===== config.mk =====
export PLATFORM = sky130hd
export DESIGN_NAME = timer_alarm_sched
export DESIGN_NICKNAME = d
export VERILOG_FILES = /design/src/rtl/timer_alarm_sched.sv
export SDC_FILE = /design/constraint.sdc
export NUM_CORES = 1
export LEC_CHECK = 0
export ABC_AREA = 1
export ABC_CLOCK_PERIOD_IN_PS = 2320
export CAP_MARGIN = 20
export CORE_ASPECT_RATIO = 0.5
export CORE_MARGIN = 1.5
export CORE_UTILIZATION = 35
export CTS_CLUSTER_SIZE = 40
export DETAILED_ROUTE_END_ITERATION = 6
export PLACE_DENSITY_LB_ADDON = 0.3
export SETUP_SLACK_MARGIN = 0.5
export SYNTH_ARGS = -nofsm -noshare
export SYNTH_HDL_FRONTEND = slang
export SYNTH_SLANG_ARGS = --single-unit

===== constraint.sdc =====
create_clock -name wb_clk_i -period 2.32 [get_ports wb_clk_i]
set_clock_uncertainty 0.05 [all_clocks]
set_input_delay 0.696 -clock wb_clk_i [delete_from_list [all_inputs] [get_ports wb_clk_i]]
set_output_delay 0.696 -clock wb_clk_i [all_outputs]
set_load 0.02 [all_outputs]

===== src/rtl/timer_alarm_sched.sv =====
// timer_alarm_sched: multi-channel alarm scheduler for the shared timer count.
// Each channel compares time_i against its CMP register. A channel can fire once
// (one-shot) or reload its CMP by PERIOD on every match (periodic). Pending alarms
// are arbitrated round-robin onto a single irq_o/irq_id_o line, and the core
// acknowledges each one with irq_ack_i.
// Ports:
//   wb_clk_i, wb_rst_i          clock, synchronous active-high reset
//   time_i                      free-running timer count
//   cfg_valid_i/we_i/addr_i/wdata_i  single-beat cfg request, addr = {channel, reg[1:0]}
//   cfg_rdata_o, cfg_ready_o    read data and 1-cycle completion pulse
//   irq_o, irq_id_o, irq_ack_i  interrupt line, presented channel, acknowledge
module timer_alarm_sched #(
    parameter int unsigned NUM_CH = 4,
    parameter int unsigned TIME_W = 32,
    parameter int unsigned CH_AW  = 2
) (
    input  logic              wb_clk_i,
    input  logic              wb_rst_i,
    input  logic [TIME_W-1:0] time_i,
    input  logic              cfg_valid_i,
    input  logic              cfg_we_i,
    input  logic [CH_AW+1:0]  cfg_addr_i,
    input  logic [TIME_W-1:0] cfg_wdata_i,
    output logic [TIME_W-1:0] cfg_rdata_o,
    output logic              cfg_ready_o,
    output logic              irq_o,
    output logic [CH_AW-1:0]  irq_id_o,
    input  logic              irq_ack_i
);

    localparam logic [1:0] REG_CTRL   = 2'd0;
    localparam logic [1:0] REG_CMP    = 2'd1;
    localparam logic [1:0] REG_PERIOD = 2'd2;

    // ctrl bit1 = PERIODIC, bit0 = EN
    logic [1:0]        ctrl_q   [NUM_CH];
    logic [1:0]        ctrl_d   [NUM_CH];
    logic [TIME_W-1:0] cmp_q    [NUM_CH];
    logic [TIME_W-1:0] cmp_d    [NUM_CH];
    logic [TIME_W-1:0] period_q [NUM_CH];
    logic [TIME_W-1:0] period_d [NUM_CH];
    logic [NUM_CH-1:0] pend_q, pend_d;
    logic [CH_AW-1:0]  rr_q, rr_d;
    logic              irq_q, irq_d;
    logic [CH_AW-1:0]  irq_id_q, irq_id_d;
    logic              ready_q, ready_d;
    logic [TIME_W-1:0] rdata_q, rdata_d;

    logic              req_c, wr_c, ack_c;
    logic [CH_AW-1:0]  ch_sel;
    logic [1:0]        reg_sel;
    logic [TIME_W-1:0] rd_val;
    logic [NUM_CH-1:0] match, clr, arb_pend;
    logic [CH_AW-1:0]  idx;
    logic              found;

    // A request is taken only when the previous one is not completing this cycle
    assign req_c   = cfg_valid_i & ~ready_q;
    assign wr_c    = req_c & cfg_we_i;
    assign ch_sel  = cfg_addr_i[CH_AW+1:2];
    assign reg_sel = cfg_addr_i[1:0];
    assign ack_c   = irq_ack_i & irq_q;

    // Read mux; STATUS aliases into every channel
    always_comb begin
        rd_val = '0;
        case (reg_sel)
            REG_CTRL:   rd_val = TIME_W'(ctrl_q[ch_sel]);
            REG_CMP:    rd_val = cmp_q[ch_sel];
            REG_PERIOD: rd_val = period_q[ch_sel];
            default:    rd_val = TIME_W'(pend_q);
        endcase
    end

    // Compare matches and pending clears (ack plus write-1-to-clear)
    always_comb begin
        match = '0;
        clr   = '0;
        for (int k = 0; k < NUM_CH; k++) begin
            match[k] = ctrl_q[k][0] & (time_i == cmp_q[k]);
        end
        if (ack_c) begin
            clr[irq_id_q] = 1'b1;
        end
        if (wr_c && (reg_sel == 2'd3)) begin
            clr = clr | cfg_wdata_i[NUM_CH-1:0];
        end
    end

    // A fresh match wins over a clear of the same bit
    assign pend_d = (pend_q & ~clr) | match;

    // Per-channel reload / one-shot disarm; a cfg write to the same reg wins
    always_comb begin
        for (int k = 0; k < NUM_CH; k++) begin
            ctrl_d[k]   = ctrl_q[k];
            cmp_d[k]    = cmp_q[k];
            period_d[k] = period_q[k];
            if (match[k]) begin
                if (ctrl_q[k][1]) begin
                    cmp_d[k] = cmp_q[k] + period_q[k];
                end else begin
                    ctrl_d[k][0] = 1'b0;
                end
            end
            if (wr_c && (ch_sel == CH_AW'(k))) begin
                case (reg_sel)
                    REG_CTRL:   ctrl_d[k]   = cfg_wdata_i[1:0];
                    REG_CMP:    cmp_d[k]    = cfg_wdata_i;
                    REG_PERIOD: period_d[k] = cfg_wdata_i;
                    default:    ;
                endcase
            end
        end
    end

    // Round-robin pick from rr pointer; bits cleared this cycle are excluded
    always_comb begin
        arb_pend = pend_q & ~clr;
        found    = 1'b0;
        idx      = '0;
        irq_id_d = irq_id_q;
        for (int i = 0; i < NUM_CH; i++) begin
            idx = rr_q + CH_AW'(i);
            if (!found && arb_pend[idx]) begin
                found    = 1'b1;
                irq_id_d = idx;
            end
        end
        irq_d   = found;
        rr_d    = ack_c ? (irq_id_q + CH_AW'(1)) : rr_q;
        ready_d = req_c;
        rdata_d = (req_c && !cfg_we_i) ? rd_val : rdata_q;
    end

    // State registers
    always_ff @(posedge wb_clk_i) begin
        if (wb_rst_i) begin
            for (int k = 0; k < NUM_CH; k++) begin
                ctrl_q[k]   <= '0;
                cmp_q[k]    <= '0;
                period_q[k] <= '0;
            end
            pend_q   <= '0;
            rr_q     <= '0;
            irq_q    <= 1'b0;
            irq_id_q <= '0;
            ready_q  <= 1'b0;
            rdata_q  <= '0;
        end else begin
            ctrl_q   <= ctrl_d;
            cmp_q    <= cmp_d;
            period_q <= period_d;
            pend_q   <= pend_d;
            rr_q     <= rr_d;
            irq_q    <= irq_d;
            irq_id_q <= irq_id_d;
            ready_q  <= ready_d;
            rdata_q  <= rdata_d;
        end
    end

    assign cfg_rdata_o = rdata_q;
    assign cfg_ready_o = ready_q;
    assign irq_o       = irq_q;
    assign irq_id_o    = irq_id_q;

endmodule


== Yosys cells after proc, flatten, opt, wreduce, memory -nomap -nowiden ==
Cells that the tools add are included.

* Add/sub/neg operators: 8
* Magnitude comparators: 7
* Equal/unequal tests: 10
* Mux-type cells: 62
* Bitwise gates (word level): 13
* Reduce and logical (&&, ||, !) cells: 25

{| class="wikitable"
|+ Operator list
! operator !! count
|-
| two-way mux 32 bit || 20
|-
| adder 32 bit || 4
|-
| binary-select mux 32 bit (select 2 bit) || 2
|-
| equality test 32 bit || 4
|-
| case mux 32 bit (3 select lines) || 1
|-
| two-way mux 1 bit || 25
|-
| AND reduction 2 bit || 8
|-
| < comparator 2 x 3 -> 1 bit (second input constant) || 5
|-
| two-way mux 2 bit || 6
|-
| logical AND 1 bit || 10
|-
| binary-select mux 1 bit (select 2 bit) || 4
|-
| equality test 2 bit (second input constant) || 4
|-
| two-way mux 4 bit || 2
|-
| OR 4 bit || 2
|-
| bitwise AND 1 bit || 7
|-
| adder 2 x 1 -> 2 bit (second input constant) || 2
|-
| adder 2 bit (second input constant) || 2
|-
| bitwise AND 4 bit || 1
|-
| binary-select mux 2 bit (select 2 bit) || 1
|-
| equality test 2 x 1 -> 1 bit (second input constant) || 2
|-
| logical NOT 1 bit || 4
|-
| logical NOT 2 bit || 2
|-
| NOT 4 bit || 1
|-
| nonzero test 4 bit || 1
|-
| 5 further kinds || 5
|}

* Register bits: 306
* Input port bits: 73
* Output and inout bits: 36
* Logic and storage cells: 147

== Logic depth before layout (Yosys ltp) ==
Gate-level depths: netlist (run 1).

* Depth in word-level cells: 21
* Mapped depth: 16
* Depth with buffers taken out: 16

== Worst setup path before layout (run 1) ==
No wires, ideal clock.

* Path type: input port to flip-flop
* From: in time_i[20]
* To: reg cmp_q[96] in the netlist's numbering
* Library setup time: 0.132 ns
* Arrival time: 1.958 ns
* Data required time: 2.138 ns
* Path slack: 0.180 ns
* Cell stages on the path: 13
* Path buffers: 2
* Cell sequence: buf_2 -> inv_1 -> nor2_1 -> nor2_1 -> nand4_1 -> nor2_1 -> nand2_1 -> nor2_2 -> nand3_2 -> buf_6 -> or2_0 -> nand2_1 -> a21oi_1

* Longest elaborated chain between the ends: 5

{| class="wikitable"
|+ Ends and longest elaborated chain
! element !! RTL line !! source
|-
| start, declared || 19 || <nowiki>input logic [TIME_W-1:0] time_i,</nowiki>
|-
| equality test 32 bit * || 80 || <nowiki>match[k] = ctrl_q[k][0] & (time_i == cmp_q[k]);</nowiki>
|-
| bitwise AND 1 bit * || 80 ||
|-
| two-way mux 32 bit * || 99 || <nowiki>if (match[k]) begin</nowiki>
|-
| two-way mux 32 bit || 107 || <nowiki>case (reg_sel)</nowiki>
|-
| two-way mux 32 bit * || 106 || <nowiki>if (wr_c && (ch_sel == CH_AW'(k))) begin</nowiki>
|-
| end signal, assigned || 152 || <nowiki>cmp_q <= cmp_d;</nowiki>
|-
| end, declared || 38 || <nowiki>logic [TIME_W-1:0] cmp_q [NUM_CH];</nowiki>
|}

Every way passes the cells marked *; elsewhere a longest branch is shown, timed or not.
A chain may end at the register's enable or synchronous reset.

== Worst setup path after layout (run 1) ==
* From: reg cmp_q[101] in the netlist's numbering
* To: reg cmp_q[125] in the netlist's numbering

* Longest elaborated chain between the ends: 5
* Elaborated cells on any way between the ends: 7
* Those cells by class: 1 x add/sub; 1 x eq/ne; 4 x mux; 1 x bitwise

{| class="wikitable"
|+ Ends and longest elaborated chain
! element !! RTL line
|-
| adder 32 bit / equality test 32 bit (equally long branches) || 101, 80
|-
| two-way mux 32 bit / bitwise AND 1 bit (equally long branches) || 100, 80
|-
| two-way mux 32 bit * || 99
|-
| two-way mux 32 bit || 107
|-
| two-way mux 32 bit * || 106
|}

Marks and branches as above.

==> metrics, run 1 <==
status finished, violations left; failing checks DRC; largest net degree at the start of global routing 57; Layout fillers 6,461; Pre-antenna DRT Iters 7; post-synthesis sequential area ratio 25.8%; post-DR wirelength/cell 26.2 um; Post-Syn Instances 3,745; CP max-delay cell dfxtp_2; max_slew headroom 44.8%; Met1 Routed Length 64.0 mm; Clock power frac 45.6%; Via Count 31,800; internal power 9.93 mW; Max H-tree Level 2; Area Overhead vs Synth 60.1%; Slew @ Worst Pin 0.828 ns; DIE WIDTH 371 um; cell taking the most area after synthesis dfxtp_1; later-pin clock latency in the skew report 0.59 ns; Critical Path Sink Type flip-flop; worst path arrival time 2.71 ns; crit path kind flip-flop to flip-flop; Initial Utilization 35.4%; FF+latch count, synth 306; hold endpoint cfg_rdata_o[20]$_SDFFE_PP0P_; uppermost routed layer met4; die height 187 um; vias per cell 5.72; Yosys top cell area share 25.8%; Logic pwr share 15.7%; Place WS -0.886 ns; Total GRT Usage 40.0%; Worst Reg-to-Reg Cells 15; worst-path cell chain buf_6, clkinvlp_4, buf_6, nor2_2, nor3_1, nand2_1, nor2_2, nand2_2, nor2_4, nand3_4, buf_4, buf_12, a21oi_2, nand2_1, a21oi_2; Buf+Inv Stages, Crit Path 5; post-route clock period utilization 97.4%; Clock Root Buffer clkbuf_16; worst vdd ir 387 uV; fmax 442 MHz; Switch Pwr 4.00 mW; Worst R2R Start cmp_q[101]$_SDFF_PP0_; clk buf depth 3; RSZ-0062 raised after global routing yes; Layout Nets 4,819; ratio of cells with drive above 1 in the final layout 39.4%; syn_area_per_cell 6.34 um2; Worst path max stage delay 0.34 ns; Cell variety after synth 53; initial antenna violation count 8; Pleak 16.2 nW; routed length on met3 20.2 mm; dpl cells 5,405; Hold WC Path Type flip-flop to flip-flop; Yosys warning total 0; Num CTS Buffers 35; Max-Cap Viols 0; total power 13.9 mW; CTS Sinks 306; met2 WL post-DR 57.2 mm; total core area 67,000 um2; vias in the first global route 29,200; first-pass GRT wire length 202 mm; HP Start cfg_rdata_o[20]$_SDFFE_PP0P_; RePlAce Congestion 1.07; initial DRC count 4,359; grt total ovfl 0; placed instance area 32,300 um2; Final Max Tran Viols 0; CTS Hold Buffers Added 0; data required time at the worst endpoint 2.76 ns; Worst Setup Start Kind flip-flop; Worst-path clk slew 0.06 ns; Reg power frac 38.7%; HPWL Detailed 118 mm; final hold vios 0; final setup fails 0; min cycle time layout 2.26 ns; non-filler cells, final 5,547; CTS tree built; Worst Hold Depth 2; Post-Route WL 145 mm; switch share 28.7%; Worst R2R End cmp_q[125]$_SDFF_PP0_; Residual DRC 3; IO Count 109; # rows 67; Synthesized Nets 3,950; synth top area cells dfxtp_1 (26%), nand2_1 (12%), a21oi_1 (9.7%); power per cell area 367 nW/um2; I/O Buffers 108; R2R setup slack 0.06 ns; Routed Antenna Nets 0; Finished Cell Area 38,000 um2; Max FO, Critical Path 16; crit-path leading delay family simple AND/OR/NAND/NOR gates; Mapped Area 23,700 um2; DIE AREA 69,500 um2; Worst Slack Setup Final 0.0594 ns
[worst min-delay path, delay by kind of cell (launching register included)]
family | cells | cell delay, ns
DFF | 1 | 0.31
and+or+nand+nor | 1 | 0.06
AOI/OAI and AO/OA | 1 | 0.06
[cells by family after synthesis]
logic type	share of synthesized area, %
and+or+nand+nor	27.8
AOI/OAI and AO/OA	25.3
buffers and inverters	9.46
DFF	25.8
adders and majority gates	7.08
xor gates and xnor gates	4.58
[layout by cell type (no fill, tap or decap), types with 56 or more instances in the layout]
master and n:
dfxtp_1 166, nand2_2 103, nor2_1 318, nand3_2 57, inv_1 335, o21ai_1 105, buf_4 739, ha_4 74
nand2_1 661, a21oi_2 153, a21oi_1 299, buf_12 71, o21ai_0 273, inv_2 57, a22oi_1 56, nand3_1 128
dfxtp_2 106
[synth_stat cells, drive strengths merged]
master   number
nand4        53
nand3b       18
xor2         54
or2          14
nor2        408
nor3b         3
a21oi       463
o21ai       408
clkbuf       89
and2          1
ha          128
fa            4
o221ai       36
inv         406
nand3       198
o2111ai       5
a41oi         2
buf          57
nor3         56
a211oi        1
and3          1
a21o         19
o211ai       23
o21bai       14
a221oi        2
xnor2        70
o22ai        30
a21boi        5
nand2       784
a22o          6
a22oi        61
nor4          5
clkinv        4
a31oi         1
o21a         10
dfxtp       306
[how the worst max path moves through the flow]
stage	startpoint	endpoint	slack, ns	cells after the start
final	cmp_q[101]$_SDFF_PP0_	cmp_q[125]$_SDFF_PP0_	0.06	15
after global routing	cmp_q[101]$_SDFF_PP0_	cmp_q[125]$_SDFF_PP0_	-0.01	15
after CTS	cmp_q[70]$_SDFF_PP0_	cmp_q[80]$_SDFF_PP0_	0.08	10
after detailed placement	time_i[20]	cmp_q[26]$_SDFF_PP0_	-0.89	13
after global placement	time_i[0]	cmp_q[26]$_SDFF_PP0_	-0.83	14
after floorplan	time_i[26]	cmp_q[80]$_SDFF_PP0_	0.22	12
[state kept, by name (all words and copies together) (netlist names)]
signal / cells
cmp_q: 128
period_q: 128
cfg_rdata_o: 32
ctrl_q: 8
pend_q: 4
irq_id_o: 2
rr_q: 2
cfg_ready_o: 1
irq_o: 1
[per-layer routing]
metal,track usage (%),vias to the layer above
li1,-,14400
met5,0,-
met2,55.1,1830
met1,59.0,15300
met4,9.81,0
met3,13.0,222
[metrics by stage]
stage	hold slack (ns)	utilization (%)	setup TNS, ns
final	0.421	56.7	0
after global placement	0.406	48.3	-155.86
after global routing	0.438	56.7	-0.0289
after detailed placement	0.413	48.3	-161.15
after CTS	0.420	53.6	0
after floorplan	0.397	-	0
[final cells by class]
cell class	count	area (um2)	area share [%]
clock inverters	16	274	0.721
multi-input cells	2883	18800	49.6
flip-flops and latches	306	6390	16.8
repair buffers	978	8760	23.1
clock buffers	47	971	2.55
inverters	410	1620	4.27
well taps	897	1120	2.95
diodes	10	25.0	0.0659
[power by group through the flow]
| stage | combinational [mW] | clock, mW | sequential, mW |
|---|---|---|---|
| floorplan | 0.718 | 0 | 5.51 |
| global placement | 1.96 | 0 | 5.52 |
| detailed placement | 1.96 | 0 | 5.52 |
| CTS | 2.04 | 6.34 | 5.40 |
| global route | 2.25 | 6.53 | 5.39 |
| finish | 2.18 | 6.36 | 5.39 |
[repair_timing]
item / 4_1_cts / 5_1_grt
resized for setup: 670 / 474
pin swaps: 139 / 103
buffers inserted: 32 / 28
gates cloned: 5 / 4
endpoints found under the setup margin: 339 / 339
Note: power is estimated with default switching activity, not from simulation.
==> inputs of run 2 (changes only) <==
Settings changed: TNS_END_PERCENT set to 30.
==> run 2 against run 1 <==
The flow still finishes with violations (DRC). Routed wire length fell by 4.2%. Worst setup slack gained 0.025 ns. Utilization down 1.8 points. Sequential share of layout area increased by 0.63 points. Critical path type unchanged. Critical endpoint is now cmp_q[54]$_SDFF_PP0_. Largest cell class unchanged.
==> metrics, run 2 (synthesis gave the netlist of run 1 again) <==
worst-path cell chain ha_4, fa_2, nand2_2, o21ai_4, nand2_2, nand2_4, nand3_2, nand2_4, a21oi_4, xnor2_2, nand2_1, a21oi_2; Worst-path clk slew 0.08 ns (+0.02 ns); Initial Utilization 35.4% (unchanged); Crit. Startpoint period_q[32]$_SDFFE_PP0P_; failing checks DRC; Num CTS Buffers 35 (unchanged); Worst path max stage delay 0.43 ns (+0.09 ns); I/O Buffers 108 (unchanged); max_slew headroom 45.9% (+1.0 points); Max H-tree Level 2 (unchanged); Routed Antenna Nets 0 (unchanged); die height 187 um (unchanged); R2R setup slack 0.08 ns (+0.02 ns); largest net degree at the start of global routing 67 (+18%); Hold WS 0.419 ns (-0.00196 ns); Worst Reg-to-Reg Cells 12 (-3); Max-Cap Viols 0 (unchanged); vias in the first global route 28,800 (-1.3%); initial DRC count 4,518 (+3.6%); Layout Nets 4,738 (-1.7%); HP Start cfg_rdata_o[14]$_SDFFE_PP0P_; power per cell area 371 nW/um2 (+1.1%); first-pass GRT wire length 195 mm (-3.6%); post-DR wirelength/cell 25.5 um (-2.6%); internal power 9.72 mW (-2.1%); CTS Sinks 306 (unchanged); post-route clock period utilization 96.4% (-1.1 points); commonest non-fill, non-tap cell in the layout buf_4; Worst Setup Start Kind flip-flop; Clock Root Buffer clkbuf_16; RePlAce Congestion 1.10 (+3.5%); Residual DRC 6 (+3); Total GRT Usage 38.3% (-1.7 points); final hold vios 0 (unchanged); Worst R2R Start period_q[32]$_SDFFE_PP0P_; later-pin clock latency in the skew report 0.59 ns (about the same); fmax 447 MHz (+1.1%); clk buf depth 3 (unchanged); Via Count 31,400 (-1.0%); switch share 28.7% (about the same); Hold WC Path Type flip-flop to flip-flop; Area Overhead vs Synth 55.0%; Clock power frac 45.8% (+0.2 points); total core area 67,000 um2 (unchanged); crit path kind flip-flop to flip-flop; worst path arrival time 2.67 ns (-0.04 ns); most frequent cells in the layout buf_4 (685), nand2_1 (667), a21oi_1 (339); CP max-delay cell fa_2; Logic pwr share 14.8% (-0.9 points); Max FO, Critical Path 4 (-12); data required time at the worst endpoint 2.75 ns (about the same); vias per cell 5.76 (+0.61%); Worst R2R End cmp_q[54]$_SDFF_PP0_; Reg power frac 39.4% (+0.7 points); final setup fails 0 (unchanged); status finished, violations left; CTS Hold Buffers Added 0 (unchanged); Slew @ Worst Pin 0.812 ns (-0.0155 ns); CTS tree built; CP endpoint cmp_q[54]$_SDFF_PP0_; HPWL Detailed 111 mm (-5.4%); Post-Route WL 139 mm (-4.2%); worst vdd ir 406 uV (+4.8%); Pre-antenna DRT Iters 7 (unchanged); IO Count 109 (unchanged); min cycle time layout 2.24 ns (-0.0246 ns); ratio of cells with drive above 1 in the final layout 36.7% (-2.7 points); DIE AREA 69,500 um2 (unchanged); RSZ-0062 raised after global routing yes; Final Max Tran Viols 0 (unchanged); initial antenna violation count 7 (-1); Critical Path Sink Type flip-flop; DIE WIDTH 371 um (unchanged); grt total ovfl 0 (unchanged); Pleak 15.8 nW (-2.2%); total power 13.6 mW (-2.1%); # rows 67 (unchanged); Switch Pwr 3.91 mW (-2.2%)
run 2: changes by cell type in the layout (fill, tap and decap cells not counted), moves of 12 or more:
cell	previous run	this run
a21oi_2	153	106
buf_4	739	685
o21ai_1	105	77
buf_12	71	51
nand2_2	103	91
a21oi_1	299	339
o21ai_0	273	307
run 2: layer usage:
layer	vias to the layer above	wire length, um	track usage (%)
li1	14300	-	-
met1	14900	59800	56.3
met2	1972	54100	51.8
met3	252	20800	13.4
met4	2	4410	10.3
met5	-	11	0
run 2: how the worst min path moves through the flow:
stage / endpoint / slack (ns) / cells past startpoint
after global routing: cfg_rdata_o[16]$_SDFFE_PP0P_ / 0.43 / 2
after global placement: cfg_rdata_o[29]$_SDFFE_PP0P_ / 0.41 / 2
after detailed placement: cfg_rdata_o[29]$_SDFFE_PP0P_ / 0.41 / 2
after CTS: cfg_rdata_o[29]$_SDFFE_PP0P_ / 0.42 / 2
after floorplan: period_q[36]$_SDFFE_PP0P_ / 0.40 / 2
final: cfg_rdata_o[14]$_SDFFE_PP0P_ / 0.42 / 2
run 2: cell type report:
class / instances / area (um2)
clock buffers: 47 / 1010
diodes: 1 / 2.50
repair inverters: 1 / 8.76
inverters: 410 / 1580
well taps: 897 / 1120
repair buffers: 896 / 7870
clock inverters: 15 / 230
flip-flops and latches: 306 / 6420
multi-input cells: 2883 / 18500
fillers: 6362 / 30200
run 2: critical path, delay by kind of cell, from the launching register on:
| family | cells | cell delay (ns) |
|---|---|---|
| AO/OA/AOI/OAI | 3 | 0.42 |
| XOR/XNOR | 1 | 0.16 |
| adder cells (fa/ha/maj) | 2 | 0.60 |
| flip-flops | 1 | 0.34 |
| AND/OR/NAND/NOR | 6 | 0.56 |
run 2: what timing repair did:
action,4_1_cts,5_1_grt
resized for setup,526,554
pin swaps,88,142
cloned,8,3
endpoints found under the setup margin,339,338
buffers inserted,33,38
run 2: through the flow:
| stage | area [um2] | setup TNS (ns) | utilization, % | worst slack [ns] | std cells |
|---|---|---|---|---|---|
| after global routing | 36800 | -0.0200 | 54.9 | -0.0200 | 5455 |
| after floorplan | 24000 | 0 | - | 0.220 | 3745 |
| after detailed placement | 31300 | -167.82 | 46.7 | -0.912 | 5311 |
| after global placement | 31300 | -162.96 | 46.7 | -0.890 | 5311 |
| final | 36800 | 0 | 54.9 | 0.0840 | 5456 |
| after CTS | 34600 | 0 | 51.6 | 0.0986 | 5414 |
run 2: power groups by stage:
stage / registers [mW] / logic [mW] / clock network (mW)
detailed placement: 5.52 / 1.82 / 0
floorplan: 5.51 / 0.695 / 0
global route: 5.38 / 2.07 / 6.41
global placement: 5.52 / 1.82 / 0
CTS: 5.39 / 1.86 / 6.20
finish: 5.38 / 2.01 / 6.25
